<file path="config.mk">
export PLATFORM = sky130hd
export DESIGN_NAME = shift_sequencer
export DESIGN_NICKNAME = d
export VERILOG_FILES = /design/src/rtl/shift_seq_pkg.sv /design/src/rtl/shift_step.sv /design/src/rtl/shift_sequencer.sv
export SDC_FILE = /design/constraint.sdc
export NUM_CORES = 1
export LEC_CHECK = 0
export CAP_MARGIN = 20
export CORE_MARGIN = 2
export CORE_UTILIZATION = 50
export CTS_CLUSTER_DIAMETER = 200
export DETAILED_ROUTE_END_ITERATION = 8
export PLACE_DENSITY = 0.79
export SLEW_MARGIN = 15
export SYNTH_ARGS = -nofsm -noshare
export SYNTH_HDL_FRONTEND = slang
export SYNTH_SLANG_ARGS = --single-unit
</file>
<file path="constraint.sdc">
create_clock -name clk -period 5.1 [get_ports clk]
set_clock_uncertainty 0.1 [all_clocks]
set_input_delay 0.765 -clock clk [delete_from_list [all_inputs] [get_ports clk]]
set_output_delay 0.765 -clock clk [all_outputs]
set_load 0.1 [all_outputs]
</file>
<file path="src/rtl/shift_seq_pkg.sv">
// shift_seq_pkg: shared types and helpers for the multi-cycle shift sequencer
package shift_seq_pkg;
  typedef enum logic [1:0] {SH_LOG, SH_ARI, SH_ROT, SH_RC} shift_type_e;
  typedef enum logic [1:0] {S_IDLE, S_SHIFT, S_DONE} state_e;
  function automatic int maxstep(int sw);
    return (1 << sw) - 1;
  endfunction
endpackage

</file>
<file path="src/rtl/shift_step.sv">
// shift_step: combinational pass applying `size` iterations of the 1-bit shift/rotate op
import shift_seq_pkg::*;
module shift_step #(
  parameter int word_width = 8,
  parameter int step_width = 3
) (
  input  logic                  dir,
  input  shift_type_e           op,
  input  logic [step_width-1:0] size,
  input  logic [word_width-1:0] d_i,
  input  logic                  c_i,
  output logic [word_width-1:0] d_o,
  output logic                  c_o
);
  localparam int MAX = maxstep(step_width);
  logic [word_width-1:0] d;
  logic c, nc;
  always_comb begin
    d = d_i;
    c = c_i;
    nc = 1'b0;
    for (int i = 0; i < MAX; i++)
      if (i < int'(size)) begin
        nc = dir ? d[0] : d[word_width-1];
        d = dir ? {op == SH_ROT ? d[0] : op == SH_RC ? c : op == SH_ARI ? d[word_width-1] : 1'b0, d[word_width-1:1]}
                : {d[word_width-2:0], op == SH_ROT ? d[word_width-1] : op == SH_RC ? c : 1'b0};
        c = nc;
      end
  end
  assign d_o = d;
  assign c_o = c;
endmodule

</file>
<file path="src/rtl/shift_sequencer.sv">
// shift_sequencer: multi-cycle shift/rotate controller, up to MAXSTEP positions per clock.
// Define SHIFT_SEQ_REDUCE_EN to reduce the amount at accept (same results, shorter latency).
import shift_seq_pkg::*;
module shift_sequencer #(
  parameter int word_width   = 8,
  parameter int step_width   = 3,
  parameter int amount_width = 8
) (
  input  logic                    clk,
  input  logic                    rst,
  input  logic                    start_valid,
  output logic                    start_ready,
  input  logic                    dir,
  input  logic [1:0]              shift_type,
  input  logic [amount_width-1:0] amount,
  input  logic [word_width-1:0]   D_IN,
  input  logic                    C_IN,
  output logic                    res_valid,
  input  logic                    res_ready,
  output logic [word_width-1:0]   D_OUT,
  output logic                    C_OUT,
  output logic                    busy
);
  localparam int MAX = maxstep(step_width);
  localparam logic [amount_width-1:0] MAXA = amount_width'(MAX);
  state_e state;
  logic idle, dir_r, dir_s, c_s, c_n;
  shift_type_e op_r, op_in, op_s;
  logic [amount_width-1:0] rem, amt_eff, rem_s, rem_n;
  logic [step_width-1:0] step;
  logic [word_width-1:0] d_s, d_n;
  assign idle = state == S_IDLE;
  assign op_in = shift_type_e'(shift_type);
`ifdef SHIFT_SEQ_REDUCE_EN
  localparam logic [amount_width-1:0] ONE = amount_width'(1);
  localparam logic [amount_width-1:0] WA  = amount_width'(word_width);
  localparam logic [amount_width-1:0] WA1 = amount_width'(word_width + 1);
  // rotate keeps a nonzero multiple of W nonzero so C still reports the last wrapped bit
  always_comb
    amt_eff = op_in == SH_RC  ? amount % WA1 :
              op_in == SH_ROT ? (amount == '0 ? '0 : (amount - ONE) % WA + ONE) :
              amount > WA1    ? WA1 : amount;
`else
  assign amt_eff = amount;
`endif
  // the accept edge already performs the first pass, straight from the inputs
  assign rem_s = idle ? amt_eff : rem;
  assign dir_s = idle ? dir : dir_r;
  assign op_s  = idle ? op_in : op_r;
  assign d_s   = idle ? D_IN : D_OUT;
  assign c_s   = idle ? C_IN : C_OUT;
  assign step  = rem_s > MAXA ? step_width'(MAX) : rem_s[step_width-1:0];
  assign rem_n = rem_s - amount_width'(step);
  shift_step #(.word_width(word_width), .step_width(step_width)) u_step (
    .dir(dir_s), .op(op_s), .size(step), .d_i(d_s), .c_i(c_s), .d_o(d_n), .c_o(c_n)
  );
  always_ff @(posedge clk or posedge rst)
    if (rst) begin
      state <= S_IDLE;
      rem   <= '0;
      D_OUT <= '0;
      C_OUT <= 1'b0;
      dir_r <= 1'b0;
      op_r  <= SH_LOG;
    end else begin
      if ((idle && start_valid) || state == S_SHIFT) begin
        D_OUT <= d_n;
        C_OUT <= c_n;
        rem   <= rem_n;
        state <= rem_n == '0 ? S_DONE : S_SHIFT;
      end
      if (idle && start_valid) begin
        dir_r <= dir;
        op_r  <= op_in;
      end
      if (state == S_DONE && res_ready) state <= S_IDLE;
    end
  assign start_ready = idle && !rst;
  assign res_valid   = state == S_DONE;
  assign busy        = !idle;
endmodule

</file>
Word level (Yosys, flattened, before mapping)
Cells that the tools add are included.
W data, S select, Z words.
- add/sub/neg operators: 1
- magnitude comparators: 8
- equal/unequal tests: 5
- multiplexer cells: 72
- reductions and logical operators: 9
- operators with widths (operator ; count):
    $mux W8 ; 16
    $mux W1 ; 51
    $lt A3 B3 Y1 const A ; 3
    $gt A8 B3 Y1 const B ; 1
    $logic_not A8 Y1 ; 1
    $mux W2 ; 4
    $sub A8 B3 Y8 ; 1
    $eq A2 B2 Y1 const B ; 3
    $lt A1 B3 Y1 const A ; 2
    $lt A2 B3 Y1 const A ; 2
    $eq A2 B1 Y1 const B ; 2
    $logic_and A1 B1 Y1 ; 3
    $mux W3 ; 1
    $logic_not A1 Y1 ; 2
    $logic_not A2 Y1 ; 1
    $reduce_bool A2 Y1 ; 1
    $logic_or A1 B1 Y1 ; 1
- flip-flop bits (word level): 22
- output and inout bits: 12
- logic and storage cells: 101

Depth between registers and ports, before layout
Gate-level depths: netlist of run 1.
- depth after elaboration: 38
- gate-level depth with buffers: 15
- gate-level depth less buffers: 12

Modules after synthesis
A second synthesis of run 1 with hierarchy kept.
- cell total of the unflattened synthesis: 487
- area total of the unflattened synthesis: 3403.3 µm²
- by module, submodules not included (module ; instances ; cells an instance ; area each (µm²) ; seq. area each (µm²)):
    shift_step ; 1 ; 328 ; 1983.2 ; 0.0
    shift_sequencer ; 1 ; 159 ; 1420.1 ; 550.5

Least setup slack after synthesis of run 1
OpenSTA, ideal clock, no wires.
- kind: register to output
- start point: reg state[1]
- end point: out start_ready
- arrival time: 3.292 ns
- data required time: 4.235 ns
- path slack: 0.943 ns
- stages on the path, launching flop included: 7
- buffers on the path: 3
- cell sequence: dfrtp_1 -> nor2_2 -> buf_4 -> inv_2 -> clkbuf_1 -> buf_1 -> nor2_1
- cells in the longest elaborated chain, start to end: 2
- ends and longest elaborated chain (what ; line ; RTL):
    start: declaration ; shift_sequencer.sv:26 ; state_e state;
    start signal: assignment ; shift_sequencer.sv:70 ; state <= rem_n == '0 ? S_DONE : S_SHIFT;
    $logic_not A2 Y1 ; shift_sequencer.sv:32 ; assign idle = state == S_IDLE;
    $logic_and A1 B1 Y1 ; shift_sequencer.sv:78 ; assign start_ready = idle && !rst;
    end: declaration ; shift_sequencer.sv:12 ; output logic start_ready,
Every way passes these cells.

Worst setup path in the final report of run 1
- start point: reg state[0]
- end point: reg D_OUT[6]
- cells in the longest elaborated chain, start to end: 35
- ends and longest elaborated chain (what ; line ; RTL):
    branches (longest 35 deep; another with $gt A8 B3 Y1) ; -- ;
    end signal: assignment ; shift_sequencer.sv:67 ; D_OUT <= d_n;
    end: declaration ; shift_sequencer.sv:20 ; output logic [word_width-1:0] D_OUT,
Parallel ways; which one is timed is not known.
A chain may end at the register's enable or synchronous reset.

==> results of run 1 <==
[through the flow]
| stage | instances | cell area [um2] | worst slack [ps] | hold WS [ps] | utilization |
|---|---|---|---|---|---|
| 2_1_floorplan | 533 | 3810 | 943 | 388 | - |
| 3_3_place_gp | 647 | 4290 | 386 | 410 | 0.585 |
| 3_5_place_dp | 647 | 4290 | 225 | 425 | 0.585 |
| 4_1_cts | 651 | 4360 | 518 | 445 | 0.595 |
| 5_1_grt | 651 | 4360 | 190 | 494 | 0.595 |
| 6_report | 651 | 4360 | 341 | 444 | 0.595 |
[routing by layer]
| metal | wire [um] | share of wire |
|---|---|---|
| met3 | 1830 | 0.12 |
| met4 | 582 | 0.039 |
| met2 | 6370 | 0.42 |
| met5 | 0 | 0 |
| met1 | 6330 | 0.42 |
[area by class of cell]
type / instances / share of cell area
Multi-Input combinational cell: 459 / 0.701
Sequential cell: 22 / 0.126
Timing Repair Buffer: 58 / 0.120
Tap cell: 99 / 0.0284
Clock buffer: 3 / 0.00947
Inverter: 9 / 0.00775
Clock inverter: 1 / 0.00689
[registers in the layout, indices dropped and copies added, names as in the netlist]
name and cells:
D_OUT 8, rem 8, op_r 2, state 2, C_OUT 1, dir_r 1
[cell families (layout without fill, tap and decap cells)]
group / Yosys count / in the layout / synth area share
AO/OA/AOI/OAI: 232 / 232 / 0.438
AND/OR/NAND/NOR: 186 / 186 / 0.243
adder cells (fa/ha/maj): 1 / 1 / 0.00328
buffers and inverters: 52 / 71 / 0.0554
XOR/XNOR: 1 / 1 / 0.00230
flip-flops: 22 / 22 / 0.144
multiplexers: 39 / 39 / 0.113
[cells in the final DEF (no fill, tap or decap), types with 8 or more instances in the layout]
master,instances
a21oi_1,37
dfrtp_1,22
buf_4,23
a211oi_1,22
nand3_1,16
mux2i_1,23
nor3_1,16
o21ai_0,46
nand2_1,59
nor2_1,47
o21ai_1,9
a21o_1,10
mux2_2,14
a31oi_1,15
o211ai_1,15
clkdlybuf4s50_1,35
inv_1,8
[critical path, delay by kind of cell, from the launching register on]
kind | cells | cell delay, ps
AOI/OAI and AO/OA | 8 | 2750
buffers and inverters | 1 | 280
DFF | 1 | 740
and+or+nand+nor | 3 | 770
[worst paths after layout]
| check | slack, ps | start | endpoint |
|---|---|---|---|
| setup / recovery | 340 | state[0] | D_OUT[6] |
| hold / removal | 440 | rem[7] | rem[7] |
| setup reg to reg | 340 | state[0] | D_OUT[6] |
| hold reg to reg | 440 | rem[7] | rem[7] |
| max in group asynchronous | 3440 | rst | D_OUT[7] |
| min in group asynchronous | 910 | rst | rem[1] |
==> results.toml, run 1 <==
[placed_design]
place.gp.congestion = 1.08
dp.final_hpwl_mm = 11.4
portBuffers = 35

[floorplanning]
dieArea_um2 = 8340
initial_core_util = 0.520
core_area_um2 = 7330
dieWidth_um = 91.4
num_io_pins = 36
rows = 31
die_h_um = 91.4

[clock_tree]
clock-sinks = 22
cts_resized = 0
cts.clk_slew.worst_paths_ps = 90
cts_buffer_depth = 2
htreeDepth = 1
cts_setup_buffers = 0
cts_root_buffer = "clkbuf_8"
ctsHoldBuffers = 0
clk_latency_ps = 280
tritoncts = "done"
cts_buffers = 3

[drt]
dr.pass1.iters = 5
viasPerCell = 7.44
drc = 0
antenna_left = 0
wl_per_cell_um = 23.2
drtIter0Drc = 654
drt-total-wl_mm = 15.1
vias = 4842

[global_routing]
grt_pass1_wl_mm = 23.4
antenna_found_initial = 0
grt.met3_usage = 0.0573
grt_use_met2 = 0.529
first_global_vias = 4296
gr-usage-met1 = 0.509
groute.usage.overall = 0.353
grt_max_degree = 42
overflow = 0
busiest_layer = "met2"

[synthesis]
async_flop_share = 1.00
ys_seq_area_frac = 0.144
synth_cell_types = 75
ys_ff_latch = 22
synthCells = 533
synth-edff-count = 0
syn_area_per_cell_um2 = 7.16
synth_flop_cell = "dfrtp_1"
ys_warn_count = 0
synth_top_area_frac = 0.144
syn-num-nets = 558
yosys.area.top_type = "dfrtp_1"
yosys-top-cells-count = "nand2_1 (59), nor2_1 (47), o21ai_0 (47)"
post-synth-top-count-cell = "nand2_1"
netlist_area_um2 = 3810
ys_top_cells_by_area = "dfrtp_1 (14%), o21ai_0 (6.2%), mux2i_1 (6.0%)"

[cells_and_area]
final_nets = 578
antennaDiodeCount = 0
regArea_um2 = 551
syn_to_final_growth_pct = 14.3
multi_input_area_um2 = 3060
drive_above_1_share = 0.121
nFillCells = 687

[critical_path]
arrival_ps = 4810
crit_type = "reg2reg"
start_kind = "flop"
cp_slowest_cell = "dfrtp_1"
end_kind = "flop"
worstPathCellList = "nor2_4 -> buf_4 -> o31ai_2 -> nand4_4 -> a32o_1 -> and3_4 -> o41ai_4 -> o211ai_1 -> a32oi_2 -> a221oi_1 -> o32ai_1 -> a211oi_1"
max_stage_delay_ps = 740
required_ps = 5150
rr_worst_depth = 12
critical_path_peak_fanout = 23

[sta]
slew_viol_final = 0
post-route-period-util = 0.933
setup_viol = 0
rsz0062_at_grt = "false"
relSlewSlack = 0.334
period_needed_ps = 4760
timing.setup.tns_ps = 0
fmax_mhz = 210
hold_viol = 0
worstMarginPinSlew_ps = 997

[run_status]
outcome = "finished clean"

[flow_run]
max_cap_violations = 0

[worst_hold_path]
whs_path_depth = 2
worst_hold_path_type = "reg2reg"
Power of run 1 is left out: the tool's default activity adds up to more than one toggle a clock period on the data nets, which glitch-free logic cannot reach.
==> run 2: changes to the inputs <==
--- a/config.mk
+++ b/config.mk
@@ -11,6 +11,7 @@
 export CTS_CLUSTER_DIAMETER = 200
 export DETAILED_ROUTE_END_ITERATION = 8
 export PLACE_DENSITY = 0.79
+export SKIP_CTS_REPAIR_TIMING = 1
 export SLEW_MARGIN = 15
 export SYNTH_ARGS = -nofsm -noshare
 export SYNTH_HDL_FRONTEND = slang
==> results of run 2 <==
Same layout as run 1: the final DEF is identical, and so are final timing and power.
Power of run 2 is left out for the same reason.
